===== config.mk =====
export PLATFORM = sky130hd
export DESIGN_NAME = simon_seq_core
export DESIGN_NICKNAME = d
export VERILOG_FILES = /design/src/rtl/simon_seq_core.sv
export SDC_FILE = /design/constraint.sdc
export NUM_CORES = 1
export LEC_CHECK = 0
export ABC_AREA = 1
export BUFFER_PORTS_ARGS = -buffer_cell sky130_fd_sc_hd__clkbuf_2
export CAP_MARGIN = 40
export CORE_MARGIN = 2
export CORE_UTILIZATION = 61
export CTS_BUF_LIST = sky130_fd_sc_hd__clkbuf_8
export CTS_CLUSTER_DIAMETER = 200
export DETAILED_ROUTE_END_ITERATION = 16
export HOLD_SLACK_MARGIN = 0.02
export PLACE_DENSITY = 0.8
export SETUP_SLACK_MARGIN = 0.5
export SLEW_MARGIN = 20
export SYNTH_ARGS = -nofsm -noshare
export SYNTH_HDL_FRONTEND = slang
export SYNTH_SLANG_ARGS = --single-unit
export TNS_END_PERCENT = 5

===== constraint.sdc =====
create_clock -name CLOCK_50 -period 2.7 [get_ports CLOCK_50]
set_input_delay 0.54 -clock CLOCK_50 [delete_from_list [all_inputs] [get_ports CLOCK_50]]
set_output_delay 0.54 -clock CLOCK_50 [all_outputs]
set_load 0.005 [all_outputs]

===== src/rtl/simon_seq_core.sv =====
// Simon memory game core: LFSR colour sequence, timed playback, player echo check.
// Optional feature macro SIMON_TIMEOUT_EN: ACCEPT gives up (LOSE) after TIMEOUT_CYCLES idle cycles.
module simon_seq_core #(
    parameter int NUM_COLORS     = 4,
    parameter int MAX_LEN        = 10,
    parameter int BLINK_CYCLES   = 25000000,
    parameter int GAP_CYCLES     = 12500000,
    parameter int TIMEOUT_CYCLES = 250000000
) (
    input  logic       CLOCK_50,
    input  logic [3:0] KEY,
    input  logic [9:0] SW,
    output logic [9:0] LEDR,
    output logic [6:0] HEX0
);
    localparam int CW   = (NUM_COLORS > 1) ? $clog2(NUM_COLORS) : 1;
    localparam int LW   = $clog2(MAX_LEN + 1);
    localparam int TMAX = (BLINK_CYCLES > GAP_CYCLES) ? BLINK_CYCLES : GAP_CYCLES;
    localparam int TW   = (TMAX > 1) ? $clog2(TMAX) : 1;

    localparam logic [2:0] S_START     = 3'd0;
    localparam logic [2:0] S_GEN       = 3'd1;
    localparam logic [2:0] S_BLINK_ON  = 3'd2;
    localparam logic [2:0] S_BLINK_OFF = 3'd3;
    localparam logic [2:0] S_ACCEPT    = 3'd4;
    localparam logic [2:0] S_CHECK     = 3'd5;
    localparam logic [2:0] S_WIN       = 3'd6;
    localparam logic [2:0] S_LOSE      = 3'd7;

    logic                  rst_n;
    logic [2:0]            state;
    logic [15:0]           lfsr;
    logic                  lfsr_fb;
    logic [LW-1:0]         len;
    logic [LW-1:0]         idx;
    logic [TW-1:0]         tmr;
    logic [NUM_COLORS-1:0] sw_q;
    logic [NUM_COLORS-1:0] sw_d;
    logic [NUM_COLORS-1:0] guess;
    logic [NUM_COLORS-1:0] want;
    logic                  press;
    logic                  last;
    logic                  timeout;
    logic [3:0]            digit;
    logic                  unused_inputs;
    // Sized to the full index range so every len/idx value addresses a real entry.
    logic [CW-1:0]         mem [0:(2**LW)-1];

    assign rst_n         = KEY[0];
    assign unused_inputs = ^{KEY[3:1], SW};
    assign lfsr_fb       = lfsr[15] ^ lfsr[13] ^ lfsr[12] ^ lfsr[10];
    assign want          = NUM_COLORS'(1) << mem[idx];
    assign last          = (idx + LW'(1)) == len;
    // A press is the registered bus leaving all-zero; a held bus never re-triggers.
    assign press         = (sw_q != '0) && (sw_d == '0);

`ifdef SIMON_TIMEOUT_EN
    localparam int TOW = (TIMEOUT_CYCLES > 1) ? $clog2(TIMEOUT_CYCLES) : 1;
    logic [TOW-1:0] to_cnt;

    always_ff @(posedge CLOCK_50 or negedge rst_n) begin
        if (!rst_n)                              to_cnt <= '0;
        else if (state == S_ACCEPT && !press)    to_cnt <= to_cnt + TOW'(1);
        else                                     to_cnt <= '0;
    end

    assign timeout = (state == S_ACCEPT) && (to_cnt == TOW'(TIMEOUT_CYCLES - 1));
`else
    assign timeout = 1'b0;
`endif

    always_ff @(posedge CLOCK_50 or negedge rst_n) begin
        if (!rst_n) begin
            state <= S_START;
            lfsr  <= 16'hACE1;
            len   <= '0;
            idx   <= '0;
            tmr   <= '0;
            sw_q  <= '0;
            sw_d  <= '0;
            guess <= '0;
        end else begin
            lfsr <= {lfsr[14:0], lfsr_fb};
            sw_q <= SW[NUM_COLORS-1:0];
            sw_d <= sw_q;
            case (state)
                S_START: begin
                    len   <= '0;
                    state <= S_GEN;
                end
                S_GEN: begin
                    len   <= len + LW'(1);
                    idx   <= '0;
                    tmr   <= '0;
                    state <= S_BLINK_ON;
                end
                S_BLINK_ON: begin
                    if (tmr == TW'(BLINK_CYCLES - 1)) begin
                        tmr   <= '0;
                        state <= S_BLINK_OFF;
                    end else begin
                        tmr <= tmr + TW'(1);
                    end
                end
                S_BLINK_OFF: begin
                    if (tmr == TW'(GAP_CYCLES - 1)) begin
                        tmr <= '0;
                        if (last) begin
                            idx   <= '0;
                            state <= S_ACCEPT;
                        end else begin
                            idx   <= idx + LW'(1);
                            state <= S_BLINK_ON;
                        end
                    end else begin
                        tmr <= tmr + TW'(1);
                    end
                end
                S_ACCEPT: begin
                    if (press) begin
                        guess <= sw_q;
                        state <= S_CHECK;
                    end else if (timeout) begin
                        state <= S_LOSE;
                    end
                end
                S_CHECK: begin
                    // Equality with a one-hot decode rejects multi-bit guesses too.
                    if (guess != want)            state <= S_LOSE;
                    else if (!last) begin
                        idx   <= idx + LW'(1);
                        state <= S_ACCEPT;
                    end
                    else if (len == LW'(MAX_LEN)) state <= S_WIN;
                    else                          state <= S_GEN;
                end
                S_LOSE: begin
                    if (tmr == TW'(BLINK_CYCLES - 1)) begin
                        tmr   <= '0;
                        state <= S_START;
                    end else begin
                        tmr <= tmr + TW'(1);
                    end
                end
                S_WIN:   state <= S_WIN;
                default: state <= S_START;
            endcase
        end
    end

    always_ff @(posedge CLOCK_50) begin
        if (state == S_GEN) mem[len] <= CW'(lfsr[4:0] % 5'(NUM_COLORS));
    end

    always_comb begin
        LEDR = '0;
        case (state)
            S_BLINK_ON: LEDR[NUM_COLORS-1:0] = want;
            S_ACCEPT:   LEDR[7] = 1'b1;
            S_LOSE:     LEDR[8] = 1'b1;
            S_WIN:      LEDR[9] = 1'b1;
            default:    ;
        endcase
    end

    assign digit = 4'(6'(len) % 6'd10);

    always_comb begin
        case (digit)
            4'd0:    HEX0 = 7'b1000000;
            4'd1:    HEX0 = 7'b1111001;
            4'd2:    HEX0 = 7'b0100100;
            4'd3:    HEX0 = 7'b0110000;
            4'd4:    HEX0 = 7'b0011001;
            4'd5:    HEX0 = 7'b0010010;
            4'd6:    HEX0 = 7'b0000010;
            4'd7:    HEX0 = 7'b1111000;
            4'd8:    HEX0 = 7'b0000000;
            4'd9:    HEX0 = 7'b0010000;
            default: HEX0 = 7'b1111111;
        endcase
    end
endmodule


==> flow_metrics.py, run 1 <==
metrics = {
    "global_route": {
        "grt_overflow": 0,
        "grt_pass1_wl_um": 17700,
        "first_global_vias": 3817,
        "globalRouteTotalUtil": 0.258,
        "antenna_found_initial": 0,
        "grt_max_degree": 45,
    },
    "finish": {
        "nFillCells": 565,
        "seqCellArea_mm2": 0.00258,
        "multiInputGateArea_mm2": 0.00217,
        "fin_cells": 725,
        "area_growth_pct": 15.2,
        "final_cell_mix": "nand2_1, inv_1, nor2_1",
        "final_common_cell": "nand2_1",
        "fin_area_mm2": 0.00566,
        "nets": 646,
        "antenna_cells": 0,
        "drive_above_1_share": 0.220,
    },
    "power": {
        "leakagePower_nw": 2.53,
        "p_per_area_mw_per_mm2": 435,
        "peakVddDrop_mv": 0.282,
        "power_switching_w": 0.000535,
        "pwr-share-clk": 0.378,
        "power_frac_comb": 0.011,
        "internal-power_w": 0.00193,
        "seqPwrFrac": 0.611,
        "swShare": 0.217,
    },
    "sta": {
        "skew_ns": 0.0103,
        "timing.final.crit_share": 0.980,
        "drv_slew": 0,
        "timing.final.crit_period_ns": 2.65,
        "slew_headroom": 0.626,
        "rsz0062_at_grt": "true",
        "holdWs_ns": 0.232,
        "fmax_mhz": 378,
        "tightest_slew_ns": 0.561,
        "tns_ns": 0,
        "hold_viol_final": 0,
        "setup_violations": 0,
    },
    "placed_design": {
        "port-buffer-count": 19,
        "placed_cell_area_mm2": 0.00512,
        "place_inst": 696,
        "gpl.final_weighted_congestion": 0.907,
        "dp_hpwl_um": 7150,
    },
    "worst_setup_path": {
        "cpMostUsedCell": "a21oi_2",
        "path_class": "reg2out",
        "cp_slowest_stage_delay_ns": 0.46,
        "critPathLaunch": "len[1]$_DFFE_PN0P_",
        "worst_setup_path_end_kind": "output port",
        "path_cells": "buf_6 -> nor3_4 -> nor3_2 -> a21oi_2 -> inv_2 -> ha_4 -> o21ai_2 -> a21oi_2 -> a21oi_2 -> buf_2",
        "start_kind": "flip-flop",
        "r2r_start": "tmr[0]$_DFFE_PN0P_",
        "cp_data_required_time_ns": 2.16,
        "critPathMaxFanout": 5,
        "rr_worst_depth": 10,
        "cp_top_family": "compound AO/OA/AOI/OAI gates",
        "cp_num_buf_inv": 3,
        "crit_slowest_cell": "dfrtp_2",
        "rrSetupSlack_ns": 0.66,
        "cp.arrival_ns": 2.11,
        "rr_endpoint": "tmr[23]$_DFFE_PN0P_",
    },
    "logic_synthesis": {
        "synth_edf_count": 32,
        "syn_inst": 577,
        "yosys_register_bits": 96,
        "synth-warning-count": 0,
        "avgSynthCellArea_um2": 8.52,
        "synthFlopType": "dfrtp_1",
        "netlist_area_mm2": 0.00491,
        "seq_area_frac_synth": 0.524,
        "ys_types": 34,
        "synthArstFlopShare": 0.667,
    },
    "cts": {
        "clk_pin_slew_ns": 0.09,
        "cts_tree": "done",
        "cts_sinks": 96,
        "root_buffer": "clkbuf_8",
        "clk_latency_ns": 0.36,
        "cts_buffers": 9,
        "clock_path_buffers": 2,
        "cts_max_level": 3,
    },
    "worst_hold_path": {
        "hp-class": "in2async",
    },
    "run_status": {
        "status": "finished clean",
    },
    "die": {
        "num_io_pins": 32,
        "dieArea_mm2": 0.00879,
        "rows": 32,
        "core_mm2": 0.00777,
        "fp.dieH_um": 93.8,
        "start_util": 0.633,
        "die_x_um": 93.8,
    },
    "detailed_routing": {
        "dr.first_iter.drc_count": 230,
        "top_layer": "met4",
        "routed_wl_um": 10500,
        "wirelength_met1_um": 4800,
        "vias": 3912,
        "drc": 0,
        "ant_nets": 0,
        "wire_per_inst_um": 14.5,
        "wl_met3_um": 488,
        "dr.pass1.iters": 4,
        "viasPerCell": 5.40,
        "route.met2.wl_um": 5090,
    },
    "flow_run": {
        "max_cap_viol_count": 0,
    },
}
-- registers in the layout (all words and copies together), names as in the netlist --
signal,cells
idx,4
state,3
lfsr,16
tmr,25
sw_q,4
mem,32
len,4
sw_d,4
guess,4
-- cell type report --
cell class | instances | share of cell area
sequential | 96 | 0.456
multi-input combinational | 390 | 0.383
inverter | 81 | 0.0550
timing repair buffer | 40 | 0.0480
clock buffer | 12 | 0.0292
tap | 102 | 0.0225
clock inverter | 4 | 0.00619
-- power by group through the flow --
stage | sequential [W] | combinational (W) | clock [W]
6_report | 0.00150 | 0.0000270 | 0.000931
5_1_grt | 0.00150 | 0.0000319 | 0.00101
4_1_cts | 0.00150 | 0.0000282 | 0.000945
3_5_place_dp | 0.00153 | 0.0000282 | 0
3_3_place_gp | 0.00153 | 0.0000275 | 0
2_1_floorplan | 0.00153 | 0.00000625 | 0
-- per-layer routing --
metal,global-route usage,vias to the layer above
li1,-,1937
met1,0.348,1860
met2,0.417,100
met3,0.0666,15
met4,0.0676,0
met5,0,-
-- worst max-delay path by stage --
stage	cells past startpoint	end	slack, ns
floorplan	9	HEX0[3]	0.49
global placement	9	HEX0[6]	0.25
detailed placement	9	HEX0[3]	0.08
CTS	9	HEX0[3]	0.07
global route	10	HEX0[5]	-0.1
finish	10	HEX0[4]	0.05
-- cell families (layout without fill, tap and decap cells) --
kind of cell    Yosys count  count (layout)  synth area share
simple gates            294             294             0.259
flops                    96              96             0.524
other cells               1               3          0.000763
buf+inv                  93             137            0.0823
compound gates           63              63            0.0693
fa+ha+maj                13              13            0.0331
xor+xnor                 17              17            0.0318
-- through the flow --
stage / total power [W] / util / worst slack, ns
2_1_floorplan: 0.00154 / - / 0.494
3_3_place_gp: 0.00156 / 0.659 / 0.250
3_5_place_dp: 0.00156 / 0.659 / 0.0804
4_1_cts: 0.00248 / 0.707 / 0.0738
5_1_grt: 0.00254 / 0.729 / -0.0961
6_report: 0.00246 / 0.729 / 0.0531
-- repair_timing --
item,4_1_cts,5_1_grt
setup buffers,12,1
hold buffers,0,0
resized for setup,25,51
gates cloned,0,0
pin swaps,8,23
endpoints found under the setup margin,11,22
-- synthesized netlist by cell type (all sizes together), types with 3 or more instances --
cell | n | area [um2]
ha | 13 | 163
dfrtp | 56 | 1400
a21oi | 9 | 48.8
dfstp | 8 | 210
nor2 | 76 | 305
nor4 | 3 | 18.8
nor3 | 14 | 70.1
nand3 | 40 | 205
nand4 | 10 | 68.8
edfxtp | 32 | 961
nand2 | 149 | 592
o22ai | 12 | 75.1
xnor2 | 3 | 26.3
inv | 81 | 307
xor2 | 14 | 130
o21ai | 40 | 200
buf | 12 | 97.6
Power figures use the tool's default switching activity.
==> run 2, diff against run 1 <==
- BUFFER_PORTS_ARGS: -buffer_cell sky130_fd_sc_hd__clkbuf_2 -> not set
- DONT_BUFFER_PORTS: not set -> 1
- PLACE_DENSITY: 0.8 -> 0.77
==> flow_metrics.py, run 2 (synthesis gave the netlist of run 1 again) <==
metrics = {
    "power": {
        "peakVddDrop_mv": 0.421,
        "swShare": 0.220,
        "pwr-share-clk": 0.388,
        "power_switching_w": 0.000549,
        "internal-power_w": 0.00195,
        "leakagePower_nw": 2.43,
        "power_frac_comb": 0.010,
        "power.total_w": 0.00250,
        "seqPwrFrac": 0.602,
        "p_per_area_mw_per_mm2": 460,
    },
    "finish": {
        "final_cell_mix": "nand2_1, inv_1, nor2_1",
        "seqCellArea_mm2": 0.00258,
        "top_register": "mem",
        "final_common_cell": "nand2_1",
        "nFillCells": 607,
        "nets": 623,
        "finish.utilization": 0.699,
        "antenna_cells": 0,
        "top_regs": "mem: 32 flops, tmr: 25 flops, lfsr: 16 flops",
        "largest_register_ffs": 32,
        "area_growth_pct": 10.5,
        "drive_above_1_share": 0.148,
        "multiInputGateArea_mm2": 0.00205,
    },
    "worst_setup_path": {
        "cp.arrival_ns": 2.01,
        "path_cells": "inv_1 -> ha_1 -> a21oi_1 -> nand2_2 -> inv_4 -> o21ai_2 -> o21ai_1",
        "path_class": "reg2out",
        "cp_data_required_time_ns": 2.16,
        "worst_setup_path_end_kind": "output port",
        "cp_top_family": "flip-flops",
        "cp_num_buf_inv": 2,
        "critPathMaxFanout": 8,
        "start_kind": "flip-flop",
        "crit_slowest_cell": "dfrtp_2",
        "cp_slowest_stage_delay_ns": 0.48,
    },
    "sta": {
        "tightest_slew_ns": 0.593,
        "hold_viol_final": 0,
        "setup_violations": 0,
        "fmax_mhz": 392,
        "slew_headroom": 0.603,
        "timing.final.crit_period_ns": 2.55,
        "rsz0062_at_grt": "true",
        "skew_ns": 0.0141,
        "timing.final.crit_share": 0.945,
        "drv_slew": 0,
        "holdWs_ns": 0.00574,
        "tns_ns": 0,
    },
    "detailed_routing": {
        "wire_per_inst_um": 14.1,
        "dr.first_iter.drc_count": 224,
        "viasPerCell": 5.41,
        "ant_nets": 0,
        "dr.pass1.iters": 5,
        "routed_wl_um": 9880,
        "wl_met3_um": 564,
        "top_layer": "met4",
        "route.met2.wl_um": 4670,
        "wirelength_met1_um": 4500,
        "drc": 0,
        "vias": 3796,
    },
    "die": {
        "core_mm2": 0.00777,
        "dieArea_mm2": 0.00879,
        "die_x_um": 93.8,
        "start_util": 0.633,
        "num_io_pins": 32,
        "fp.dieH_um": 93.8,
        "rows": 32,
    },
    "placed_design": {
        "port-buffer-count": 0,
        "dp_hpwl_um": 6780,
        "gpl.final_weighted_congestion": 0.900,
    },
    "cts": {
        "clock_path_buffers": 2,
        "clk_latency_ns": 0.37,
        "root_buffer": "clkbuf_8",
        "cts_sinks": 96,
        "clk_pin_slew_ns": 0.09,
        "cts_tree": "done",
        "cts_max_level": 3,
        "cts_buffers": 9,
    },
    "global_route": {
        "grt_overflow": 0,
        "globalRouteTotalUtil": 0.241,
        "first_global_vias": 3620,
        "grt_pass1_wl_um": 16400,
        "antenna_found_initial": 0,
        "grt_max_degree": 65,
    },
    "worst_hold_path": {
        "hp-class": "in2async",
    },
    "flow_run": {
        "max_cap_viol_count": 0,
    },
    "run_status": {
        "status": "finished clean",
    },
}
==> run 2: changes by cell type in the layout (fill, tap and decap cells not counted), sizes merged <==
cell / change
clkinv: -1
inv: +3
buf: -9
clkbuf: -17
bufinv: +1
==> run 2: routing by layer <==
layer	track usage	vias to the layer above
met5	0	-
met2	0.379	110
met4	0.0761	0
met3	0.0594	14
met1	0.332	1789
li1	-	1883
==> run 2: through the flow <==
step | area (um2) | std cells | setup WS (ns)
CTS | 5390 | 700 | 0.135
finish | 5430 | 702 | 0.148
global route | 5430 | 702 | 0.0388
global placement | 5000 | 674 | 0.338
detailed placement | 5000 | 674 | 0.222
floorplan | 4940 | 579 | 0.494
==> run 2: what timing repair did <==
| action | CTS | global route |
|---|---|---|
| buffers inserted | 9 | 2 |
| hold buffers | 1 | 0 |
| gates resized for setup | 30 | 7 |
| setup endpoints to repair | 18 | 30 |
| pin swaps | 8 | 4 |
| endpoints found under the hold margin | 64 | 0 |
==> run 2: cell type report <==
cell class	instances	area share
Multi-Input combinational cell	390	0.378
Tap cell	102	0.0235
Timing Repair Buffer	17	0.0293
Sequential cell	96	0.475
Clock buffer	9	0.0228
Inverter	81	0.0574
Clock inverter	7	0.0145
==> run 2: final timing paths <==
| path | to | start | slack, ns | cells after the start |
|---|---|---|---|---|
| worst min register to register | lfsr[9]$_DFF_PN0_ | lfsr[8]$_DFF_PN0_ | 0.36 | 0 |
| max in group asynchronous | lfsr[15]$_DFF_PN1_ | KEY[0] | 2.36 | 1 |
| min in group CLOCK_50 | sw_q[0]$_DFF_PN0_ | SW[0] | 0.19 | 0 |
| worst max register to register | tmr[24]$_DFFE_PN0P_ | tmr[0]$_DFFE_PN0P_ | 0.53 | 13 |
| worst max-delay path | HEX0[3] | len[2]$_DFFE_PN0P_ | 0.15 | 7 |
| worst min-delay path | tmr[17]$_DFFE_PN0P_ | KEY[0] | 0.006 | 1 |
==> run 2: power by group through the flow <==
stage / combinational (W) / sequential, W / clock, W
4_1_cts: 0.0000261 / 0.00150 / 0.000990
3_3_place_gp: 0.00000364 / 0.00153 / 0
3_5_place_dp: 0.00000364 / 0.00153 / 0
6_report: 0.0000248 / 0.00150 / 0.000970
5_1_grt: 0.0000297 / 0.00150 / 0.00104
2_1_floorplan: 0.00000625 / 0.00153 / 0
